### config.mk
export PLATFORM = sky130hd
export DESIGN_NAME = mipi_csi_tx_packetizer
export DESIGN_NICKNAME = d
export VERILOG_FILES = /design/src/rtl/mipi_csi_tx_packetizer.sv
export SDC_FILE = /design/constraint.sdc
export NUM_CORES = 1
export LEC_CHECK = 0
export ABC_AREA = 1
export CORE_MARGIN = 10
export CORE_UTILIZATION = 70
export DETAILED_ROUTE_END_ITERATION = 8
export DONT_BUFFER_PORTS = 1
export GPL_TIMING_DRIVEN = 0
export PLACE_DENSITY_LB_ADDON = 0.08
export SLEW_MARGIN = 10
export SYNTH_ARGS = -nofsm -noshare
export SYNTH_HDL_FRONTEND = slang
export SYNTH_SLANG_ARGS = --single-unit
### constraint.sdc
create_clock -name clk_i -period 3.6 [get_ports clk_i]
set_clock_uncertainty 0.2 [all_clocks]
set_input_delay 0.72 -clock clk_i [delete_from_list [all_inputs] [get_ports clk_i]]
set_output_delay 0.72 -clock clk_i [all_outputs]
set_load 0.02 [all_outputs]
### src/rtl/mipi_csi_tx_packetizer.sv
// MIPI CSI-2 transmit packetizer, 4 lanes in the byte-clock domain.
// Turns frame/line commands and payload words into SYNC, header+ECC,
// payload and CRC-16 footer beats, with an LP gap between packets.
module mipi_csi_tx_packetizer #(
  parameter logic [1:0]  VC             = 2'd0,
  parameter logic [5:0]  DATA_TYPE      = 6'h2B,
  parameter int          GAP_CYCLES     = 4,
  parameter logic [7:0]  SYNC_BYTE      = 8'hB8,
  parameter logic [15:0] FRAME_NUM_INIT = 16'd1
) (
  input  logic        clk_i,
  input  logic        reset_in,
  input  logic        frame_start_i,
  input  logic        line_start_i,
  input  logic        frame_end_i,
  input  logic [15:0] word_count_i,
  output logic        cmd_ready_o,
  input  logic [31:0] data_i,
  input  logic        data_valid_i,
  output logic        data_ready_o,
  output logic [31:0] lane_data_o,
  output logic        lane_valid_o,
  output logic        underrun_o,
  output logic [15:0] frame_num_o
);

  typedef enum logic [2:0] {
    S_IDLE, S_SYNC, S_HEADER, S_PAYLOAD, S_FOOTER, S_GAP
  } state_t;

  localparam logic [5:0] DT_FS    = 6'h00;
  localparam logic [5:0] DT_FE    = 6'h01;
  localparam logic [7:0] GAP_LOAD = 8'(GAP_CYCLES - 1);

  // Each parity bit is the XOR of the header bits selected by its row mask.
  function automatic logic [7:0] ecc_calc(input logic [23:0] d);
    logic [5:0] p;
    p[0] = ^(d & 24'hF12CB7);
    p[1] = ^(d & 24'hF2555B);
    p[2] = ^(d & 24'h749A6D);
    p[3] = ^(d & 24'hB8E38E);
    p[4] = ^(d & 24'hDF03F0);
    p[5] = ^(d & 24'hEFFC00);
    return {2'b00, p};
  endfunction

  function automatic logic [15:0] crc_byte(input logic [15:0] crc, input logic [7:0] b);
    logic [15:0] c;
    c = crc ^ {8'h00, b};
    for (int i = 0; i < 8; i++) c = c[0] ? ((c >> 1) ^ 16'h8408) : (c >> 1);
    return c;
  endfunction

  // Lane 0 byte goes through the CRC first.
  function automatic logic [15:0] crc_word(input logic [15:0] crc, input logic [31:0] w);
    logic [15:0] c;
    c = crc;
    for (int i = 0; i < 4; i++) c = crc_byte(c, w[8*i +: 8]);
    return c;
  endfunction

  state_t        state_q, state_d;
  logic [5:0]    dt_q;
  logic [15:0]   wc_q;
  logic          long_q, is_fe_q;
  logic [13:0]   cnt_q, cnt_d;
  logic [7:0]    gap_q, gap_d;
  logic [15:0]   crc_q, crc_d;
  logic          accept;
  logic [31:0]   word_in, header, lane_d;
  logic          valid_d, ready_d;

  // A starved ready cycle still consumes a beat, as zeros.
  assign word_in = data_valid_i ? data_i : 32'h0;
  assign header  = {ecc_calc({wc_q, VC, dt_q}), wc_q, VC, dt_q};

  // Next-state and next-beat selection; lane outputs are registered from these.
  always_comb begin
    state_d = state_q;
    lane_d  = 32'h0;
    valid_d = 1'b0;
    ready_d = 1'b0;
    cnt_d   = cnt_q;
    gap_d   = gap_q;
    crc_d   = crc_q;
    accept  = 1'b0;
    if (data_ready_o) begin
      crc_d = crc_word(crc_q, word_in);
      cnt_d = cnt_q - 14'd1;
    end
    case (state_q)
      S_IDLE: begin
        if (cmd_ready_o && (frame_start_i || line_start_i || frame_end_i)) begin
          accept  = 1'b1;
          state_d = S_SYNC;
          lane_d  = {4{SYNC_BYTE}};
          valid_d = 1'b1;
          crc_d   = 16'hFFFF;
        end
      end
      S_SYNC: begin
        state_d = S_HEADER;
        lane_d  = header;
        valid_d = 1'b1;
        ready_d = long_q && (wc_q[15:2] != 14'd0);
        cnt_d   = wc_q[15:2];
      end
      S_HEADER, S_PAYLOAD: begin
        if (!long_q) begin
          state_d = S_GAP;
          gap_d   = GAP_LOAD;
        end else if (data_ready_o) begin
          state_d = S_PAYLOAD;
          lane_d  = word_in;
          valid_d = 1'b1;
          ready_d = (cnt_q != 14'd1);
        end else begin
          state_d = S_FOOTER;
          lane_d  = {16'h0000, crc_q};
          valid_d = 1'b1;
        end
      end
      S_FOOTER: begin
        state_d = S_GAP;
        gap_d   = GAP_LOAD;
      end
      S_GAP: begin
        if (gap_q == 8'd0) state_d = S_IDLE;
        else               gap_d   = gap_q - 8'd1;
      end
      default: state_d = S_IDLE;
    endcase
  end

  // Control state and all outputs; cleared asynchronously so a packet is truncated on reset.
  always_ff @(posedge clk_i or negedge reset_in) begin
    if (!reset_in) begin
      state_q      <= S_IDLE;
      cmd_ready_o  <= 1'b0;
      lane_data_o  <= 32'h0;
      lane_valid_o <= 1'b0;
      data_ready_o <= 1'b0;
      underrun_o   <= 1'b0;
      frame_num_o  <= FRAME_NUM_INIT;
    end else begin
      state_q      <= state_d;
      cmd_ready_o  <= (state_d == S_IDLE);
      lane_data_o  <= lane_d;
      lane_valid_o <= valid_d;
      data_ready_o <= ready_d;
      if (accept && frame_start_i)            underrun_o <= 1'b0;
      else if (data_ready_o && !data_valid_i) underrun_o <= 1'b1;
      if (state_q == S_SYNC && is_fe_q)
        frame_num_o <= (frame_num_o == 16'hFFFF) ? 16'd1 : frame_num_o + 16'd1;
    end
  end

  // Packet fields and running counters; always reloaded before use, so not reset.
  always_ff @(posedge clk_i) begin
    cnt_q <= cnt_d;
    gap_q <= gap_d;
    crc_q <= crc_d;
    if (accept) begin
      if (frame_start_i) begin
        dt_q <= DT_FS;  wc_q <= frame_num_o;  long_q <= 1'b0;  is_fe_q <= 1'b0;
      end else if (line_start_i) begin
        dt_q <= DATA_TYPE;  wc_q <= {word_count_i[15:2], 2'b00};  long_q <= 1'b1;  is_fe_q <= 1'b0;
      end else begin
        dt_q <= DT_FE;  wc_q <= frame_num_o;  long_q <= 1'b0;  is_fe_q <= 1'b1;
      end
    end
  end

endmodule

### Word-level counts from Yosys, hierarchy flattened

Index checks and enable logic that the tools add are counted.

| storage, ports and cells | value |
|---|---|
| input bits | 54 |
| memories | 0 |
| bits in registers | 117 |
| memory bits (read-only) | 0 |
| memory bits (writable) | 0 |
| bits in latches | 0 |

| cells by class | value |
|---|---|
| reductions and logical operators | 23 |
| muxes and demuxes | 65 |
| order comparisons | 0 |
| divide/modulo/power cells | 0 |
| eq/ne operators | 9 |
| bitwise gates (word level) | 36 |
| shifts and indexed selects | 0 |
| multipliers | 0 |
| add/subtract/negate cells | 3 |

Operators with widths:

| cell | number |
|---|---|
| $mux 16 | 38 |
| $reduce_xor 24->1 | 6 |
| $mux 32 | 4 |
| $not 2->3 | 32 |
| $pmux 32 s3 | 1 |
| $xor 16x8->16 | 4 |
| $mux 14 | 2 |
| $pmux 8 s3 | 1 |
| $add 16x1->16 const B | 1 |
| $eq 16x16->1 const B | 1 |
| $mux 8 | 2 |
| $pmux 3 s5 | 1 |
| $ne 14x1->1 const B | 1 |
| $reduce_bool 14->1 | 1 |
| $sub 14x1->14 const B | 1 |
| $mux 3 | 4 |
| $mux 1 | 9 |
| $logic_not 8->1 | 1 |
| $sub 8x1->8 const B | 1 |
| $eq 3x2->1 const B | 2 |
| $eq 3x3->1 const B | 2 |
| $logic_not 3->1 | 2 |
| $mux 6 | 1 |
| $logic_and 1x1->1 | 5 |
| other kinds (10) | 13 |

### Depth between registers and ports, before layout

Gate-level depths: netlist (run 1).

| logic depth | value |
|---|---|
| depth in word-level cells | 72 |
| mapped depth | 23 |
| depth with buffers taken out | 21 |

### Worst setup path after synthesis (run 1)

No wires, ideal clock.

| path | value |
|---|---|
| path kind | input port to flip-flop |
| start | input data_valid_i |
| end | register crc_q[2] |
| path slack | 0.957 ns |
| library setup time | 0.115 ns |
| data required time | 3.285 ns |
| data arrival time | 2.327 ns |
| stages | 19 |
| cell sequence | buf_6 -> buf_6 -> nand2_1 -> xor2_1 -> inv_1 -> nand2_2 -> nand2_2 -> nand2_2 -> nand2_2 -> nand2_2 -> nand3_2 -> nand2_2 -> nand2_1 -> nand2_2 -> nand2_2 -> nand2_1 -> nand2_1 -> nand3_1 -> nand2_1 |

| on the way | value |
|---|---|
| longest elaborated chain between the ends | 44 |
| elaborated cells between the ends (all ways) | 56 |
| those cells by class | mux: 36; bitwise: 20 |

RTL lines:

| what | line | RTL |
|---|---|---|
| start, declared | 19 | `input logic data_valid_i,` |
| $mux 32 (*) | 74 | `assign word_in = data_valid_i ? data_i : 32'h0;` |
| $xor 16x8->16 | 49 | `c = crc ^ {8'h00, b};` |
| $mux 16 (3 in a row) | 50 | `for (int i = 0; i < 8; i++) c = c[0] ? ((c >> 1) ^ 16'h8408) : (c >> 1);` |
| $mux 16 or $not 2->3 (tied branches) | -- |  |
| $mux 16 (3 in a row) | 50 |  |
| $not 2->3 (no line) or $mux 16 (tied branches) | -- |  |
| $mux 16 | 50 |  |
| $xor 16x8->16 | 49 |  |
| [... 19 more ...] | -- |  |
| $xor 16x8->16 (*) | 49 |  |
| $mux 16 (*) (6 in a row) | 50 |  |
| $not 2->3 (no line) | -- |  |
| $mux 16 (*) (2 in a row) | 50 |  |
| $mux 16 (*) | 87 | `if (data_ready_o) begin` |
| $mux 16 | 93 | `if (cmd_ready_o && (frame_start_i \|\| line_start_i \|\| frame_end_i)) begin` |
| $mux 16 (*) | 91 | `case (state_q)` |
| via crc_d[2] | 68 | `logic [15:0] crc_q, crc_d;` |
| end signal, assigned | 162 | `crc_q <= crc_d;` |
| end, declared | 68 |  |

The timed path passes the listed nets; every way through them passes the cells marked *.
A chain may end at the register's enable or synchronous reset.

### Final worst setup path (run 1)

Ends and elaborated chain as after synthesis.

==> results.yml, run 1 <==
logic_synthesis:
  synth_commonest_cells: "337 x nand2_1, 126 x inv_1, 116 x nand3_1, 54 x dfrtp_1, 48 x nor2_1"
  synth_warnings: 0
  yosysMostFrequentCell: "nand2_1"
  synth_edf_count: 41
  ys_seq_elements: 112
  synth_nets: 1086
  synth_area_per_cell_sq_um: 7.340
  syn_inst: 1018
  yosysUniqueCellTypes: 41
  synth_area_leaders: "dfrtp_1 18%, nand2_1 17%, edfxtp_1 16%, nand3_1 7.8%, inv_1 6.3%"
  async_reset_ff_frac: 0.4911
  synth_top_cell_area_share: 0.1808
  yosysSeqAreaShare: 0.3920
  syn-cell-area_sq_mm: 0.007472
  ys.flop_type: "dfrtp_1"
  synth_top_cell_by_area: "dfrtp_1"
clock_network:
  path_clk_slew_ps: 110
  post_cts_resized: 0
  clock_latency_ps: 380
  cts.path.max_buffers: 2
  cts_buffers: 9
  clkSinkCount: 112
  htreeDepth: 3
  clockRootBuffer: "clkbuf_8"
  cts_tree: "yes"
final_layout:
  antenna_cells: 0
  final_util: 0.7590
  fin_nets: 1099
  drive_gt1_frac: 0.09363
  design_area_sq_mm: 0.007871
  areaGrowthSynthToFinish_pct: 5.342
global_routing:
  antenna_found_initial: 0
  grt_pass1_wl_um: 33430
  grt_pass1_vias: 6451
  track_usage: 0.2845
  overflow: 0
  grt_max_degree: 56
detailed_routing:
  wire_per_inst_um: 18.26
  final_antenna_net_count: 0
  wirelength_um: 21400
  via_per_inst: 5.867
  drt_iter0_drc: 900
  firstDrtPassIters: 6
  vias: 6876
  drc_errors: 0
sta:
  final-setup-viol-count: 0
  hold_viol: 0
  worst_slack_ps: 770.3
  worst_pin_slew_ps: 668.4
  period_needed_ps: 2830
  max-slew-margin-rel: 0.5544
  fin_crit_sh: 0.7860
  maxSlewViolCount: 0
  rsz0062_at_grt: "false"
  setup-tns-final_ps: 0
  timing.fmax_ghz: 0.3534
critical_path:
  worst_path_most_repeated_cell: "nand2_2"
  critPathArrivalTime_ps: 2900
  critPathCaptureType: "flop"
  crit_chain: "buf_6 -> buf_6 -> nand2_1 -> xor2_1 -> inv_1 -> nand2_2 -> nand2_2 -> nand2_2 -> nand2_2 -> nand2_2 -> nand3_2 -> nand2_2 -> nand2_1 -> nand2_2 -> nand2_2 -> nand2_1 -> nand2_1 -> nand3_1 -> nand2_1"
  cpMaxStageDelayCell: "xor2_1"
  critPathRequiredTime_ps: 3670
  path_class: "input port to flop"
  cpPeakStageDelay_ps: 370
  cp_max_fo: 10
  critPathLaunchType: "input port"
  cp_top_family: "simple AND/OR/NAND/NOR gates"
  cp_num_buf_inv: 3
status:
  status: "finished clean"
placement:
  dp_hpwl_um: 17170
  dp_slack_ps: 442.1
  place_congestion: 0.9919
  portBuffers: 0
  dpl_cell_area_sq_mm: 0.007642
min_path:
  hold_path.class: "input port to flop"
pwr:
  power_per_cell_area_mw_per_mm2: 1158
  vdd_drop_max_uv: 893.6
  leakage_nw: 3.993
die:
  die_y_um: 123.3
  dieArea_sq_mm: 0.01521
  die_x_um: 123.3
  core_area_sq_mm: 0.01037
  io_pins: 106
  initial_core_util: 0.7206
  placementRows: 37
job:
  maxCapViolCount: 0
-- where the power goes --
group / switching [mW] / internal (mW)
Clock: 0.429 / 0.298
Combinational: 4.12 / 1.86
Sequential: 0.528 / 1.89
-- registers in the layout, indices dropped and copies added (netlist names), 2 cells and up --
| name | cells |
|---|---|
| cnt_q | 14 |
| crc_q | 16 |
| dt_q | 2 |
| frame_num_o | 16 |
| gap_q | 8 |
| lane_data_o | 32 |
| state_q | 3 |
| wc_q | 16 |
-- worst register-to-register path: stages, from the launching register on --
cell and delay, ps:
dfrtp_1 480, nor3_4 350, nand2_1 210, nor4_2 420
nand3_1 190, nor2_1 220, inv_1 70, nor2_1 130
nand2_1 90, o21ai_0 170, a21oi_1 120
-- area by class of cell --
cell class / count / area [sq um]
plain buffers: 22 / 127.6
clock buffers: 11 / 152.6
clock inverters: 5 / 38.79
fillers: 806 / 2499
inverters: 134 / 503.0
multi-input cells: 750 / 3913
flip-flops and latches: 112 / 2929
well taps: 136 / 170.2
repair buffers: 2 / 37.54
-- routing by layer --
| metal | track usage | wire length, um | vias up |
|---|---|---|---|
| met5 | 0 | 0 | - |
| met4 | 0.08297 | 531 | 0 |
| met3 | 0.09754 | 3061 | 45 |
| met2 | 0.4141 | 8943 | 356 |
| met1 | 0.3943 | 8863 | 3194 |
| li1 | - | - | 3281 |
-- repair_timing --
item                      CTS  global route
hold endpoints to repair   55             0
hold buffers                2             0
setup buffers               0             0
-- stage by stage --
stage / power (mW) / hold slack, ps / cells
after floorplan: 6.825 / 224.4 / 1018
after global placement: 8.056 / 225.8 / 1154
after detailed placement: 8.169 / 225.8 / 1154
after CTS: 8.934 / 314.2 / 1172
after global routing: 9.861 / 327.6 / 1172
final: 9.113 / 319.2 / 1172
-- path summary, 6_finish.rpt --
check                        startpoint              end  slack [ps]  depth (start not counted)
max in group asynchronous      reset_in   frame_num_o[0]        2240                          2
setup / recovery           data_valid_i         crc_q[2]         770                         19
hold reg to reg                crc_q[2]   lane_data_o[2]         340                          2
setup reg to reg             state_q[1]  frame_num_o[13]         830                         10
min in group asynchronous      reset_in       state_q[2]         680                          2
hold / removal                data_i[2]   lane_data_o[2]         320                          2
-- layout by cell type, fill, tap and decap left out, types with 19 or more instances in the layout --
cell type,Yosys,routed
a21oi_1,19,19
dfrtp_1,54,54
edfxtp_1,41,41
inv_1,126,126
nand2_1,337,337
nand2_2,40,40
nand3_1,116,116
nor2_1,48,48
o21ai_0,37,37
xnor2_1,21,21
xor2_1,42,42
-- cell families after synthesis --
logic type	Yosys count	synth area share
simple gates	588	0.3572
buf+inv	156	0.08439
flops	112	0.3920
compound gates	83	0.06480
xor+xnor	65	0.07820
fa+ha+maj	14	0.02344
(Power assumes the default switching activity.)
==> inputs of run 2 (changes only) <==
--- a/config.mk
+++ b/config.mk
@@ -7,7 +7,7 @@
 export LEC_CHECK = 0
 export ABC_AREA = 1
 export CORE_MARGIN = 10
-export CORE_UTILIZATION = 70
+export CORE_UTILIZATION = 59
 export DETAILED_ROUTE_END_ITERATION = 8
 export DONT_BUFFER_PORTS = 1
 export GPL_TIMING_DRIVEN = 0
==> constraint.sdc (replaced) <==
create_clock -name clk_i -period 2.35 [get_ports clk_i]
set_clock_uncertainty 0.2 [all_clocks]
set_input_delay 0.47 -clock clk_i [delete_from_list [all_inputs] [get_ports clk_i]]
set_output_delay 0.47 -clock clk_i [all_outputs]
set_load 0.02 [all_outputs]
==> results.yml, run 2 (synthesis results as in run 1) <==
critical_path:
  cp_max_fo: 10
  r2r_end: "crc_q[1]"
  r2r_setup_slack_ps: -30
  critPathArrivalTime_ps: 2480
  cpMaxStageDelayCell: "buf_8"
  cp_top_family: "simple AND/OR/NAND/NOR gates"
  ff2ff_path_depth: 17
  worstReg2RegStart: "crc_q[2]"
  crit_chain: "buf_12 -> buf_8 -> nand2_1 -> nand2_1 -> nand2_4 -> inv_2 -> nand3_4 -> nand3_4 -> nand3_1 -> nand2_2 -> inv_1 -> nand2_4 -> nand2_4 -> nand2_4 -> nand2_4 -> nand2_4 -> nand3_2 -> nand3_2 -> nand2_1"
  critPathCaptureType: "flop"
  cp_num_buf_inv: 4
  path_class: "input port to flop"
  worst_path_most_repeated_cell: "nand2_4"
  critPathLaunchType: "input port"
  critPathRequiredTime_ps: 2400
  cpPeakStageDelay_ps: 150
sta:
  maxSlewViolCount: 0
  timing.fmax_ghz: 0.4126
  setup-tns-final_ps: -334.8
  max-slew-margin-rel: 0.4919
  fin_crit_sh: 1.031
  final-setup-viol-count: 9
  worst_slack_ps: -73.91
  holdWs_ps: 90.73
  worst_pin_slew_ps: 762.2
  rsz0062_at_grt: "true"
  period_needed_ps: 2424
  hold_viol: 0
final_layout:
  final_util: 0.7497
  drive_gt1_frac: 0.2915
  top_register: "lane_data_o"
  design_area_sq_mm: 0.009384
  largest_register_ffs: 32
  layout_common_cells: "252 x nand2_1, 107 x inv_1, 76 x nand2_2, 65 x nand3_1, 53 x dfrtp_1"
  areaGrowthSynthToFinish_pct: 25.59
  fin_nets: 1130
  layout_commonest_cell: "nand2_1"
  antenna_cells: 0
min_path:
  hold-path-cell-count: 2
  hold_start: "data_i[7]"
  hold_end: "lane_data_o[7]"
  hold_path.class: "input port to flop"
detailed_routing:
  dr_wl_met2_um: 10340
  final_antenna_net_count: 0
  vias: 7169
  drt_iter0_drc: 762
  via_per_inst: 5.786
  wl_met3_um: 2937
  drc_errors: 0
  wire_per_inst_um: 19.21
  firstDrtPassIters: 6
  routedLengthMet1_um: 9936
  wirelength_um: 23810
  routed.top_layer: "met4"
die:
  die_x_um: 132.5
  die_y_um: 132.5
  initial_core_util: 0.5970
  io_pins: 106
  placementRows: 41
  dieArea_sq_mm: 0.01757
  core_area_sq_mm: 0.01252
clock_network:
  clockRootBuffer: "clkbuf_16"
  path_clk_slew_ps: 70
  cts.path.max_buffers: 2
  clkSinkCount: 112
  cts_buffers: 9
  htreeDepth: 3
  clock_latency_ps: 360
  cts_tree: "yes"
placement:
  portBuffers: 0
  dpl_cell_area_sq_mm: 0.007725
  place_congestion: 0.9490
  dp_hpwl_um: 17220
global_routing:
  grt_max_degree: 56
  track_usage: 0.2466
  grt_pass1_wl_um: 34290
  antenna_found_initial: 0
  overflow: 0
  grt_pass1_vias: 6353
job:
  maxCapViolCount: 0
status:
  status: "finished, violations left"
  violations: "setup timing"
==> run 2: cell count changes in the layout (fill, tap and decap cells not counted), sizes merged <==
| cell | delta |
|---|---|
| buf | +29 |
| clkbuf | +2 |
| clkinv | -2 |
| clkinvlp | -1 |
| inv | +3 |
==> run 2: area by class of cell <==
class                   instances  area [sq um]
plain buffers                  22         161.4
clock buffers                  11         242.7
clock inverters                 5         46.29
fillers                       924          3133
inverters                     134         505.5
multi-input cells             750          4971
flip-flops and latches        112          2942
well taps                     172         215.2
repair buffers                 33         300.3
==> run 2: worst max-delay path by stage <==
stage	from	endpoint	slack (ps)	cells past startpoint
6_report	data_valid_i	crc_q[3]	-70	19
3_3_place_gp	data_valid_i	crc_q[13]	-570	17
3_5_place_dp	data_valid_i	crc_q[13]	-620	17
5_1_grt	crc_q[3]	crc_q[10]	-150	20
2_1_floorplan	data_valid_i	crc_q[2]	-30	19
4_1_cts	data_valid_i	crc_q[9]	-40	21
==> run 2: what timing repair did <==
action / CTS / global route
hold buffers: 2 / 0
hold endpoints to repair: 55 / 0
pin swaps: 10 / 79
endpoints found under the setup margin: 52 / 51
resized for setup: 46 / 223
setup buffers: 8 / 22
cloned: 0 / 1
==> run 2: metal layers <==
| layer | up-vias | global-route usage |
|---|---|---|
| li1 | 3361 | - |
| met4 | 0 | 0.04218 |
| met5 | - | 0 |
| met2 | 399 | 0.3612 |
| met1 | 3344 | 0.3417 |
| met3 | 65 | 0.09500 |
==> run 2: metrics by stage <==
stage | cells | worst slack (ps)
final | 1239 | -73.91
after global routing | 1239 | -146.3
after CTS | 1216 | -43.89
after detailed placement | 1190 | -618.1
after global placement | 1190 | -574.8
after floorplan | 1018 | -29.45
==> run 2: worst reg2reg max path, cell delays in order (launching register included) <==
cell and delay, ps:
dfxtp_2 360, nand3_2 100, nand2_4 140, inv_4 60, nand2_4 90, nand2_4 70
nand2_4 100, nand2_4 80, nand2_8 100, nand2_8 70, nand2_4 90, nand3_4 90
buf_4 170, nand3_1 110, nand2_2 100, nand3b_1 170, nand3_1 90, nand2_1 70
Power of run 2 is not shown: default switching activity piles up to over one toggle a cycle in this logic, so the estimate is an artifact.
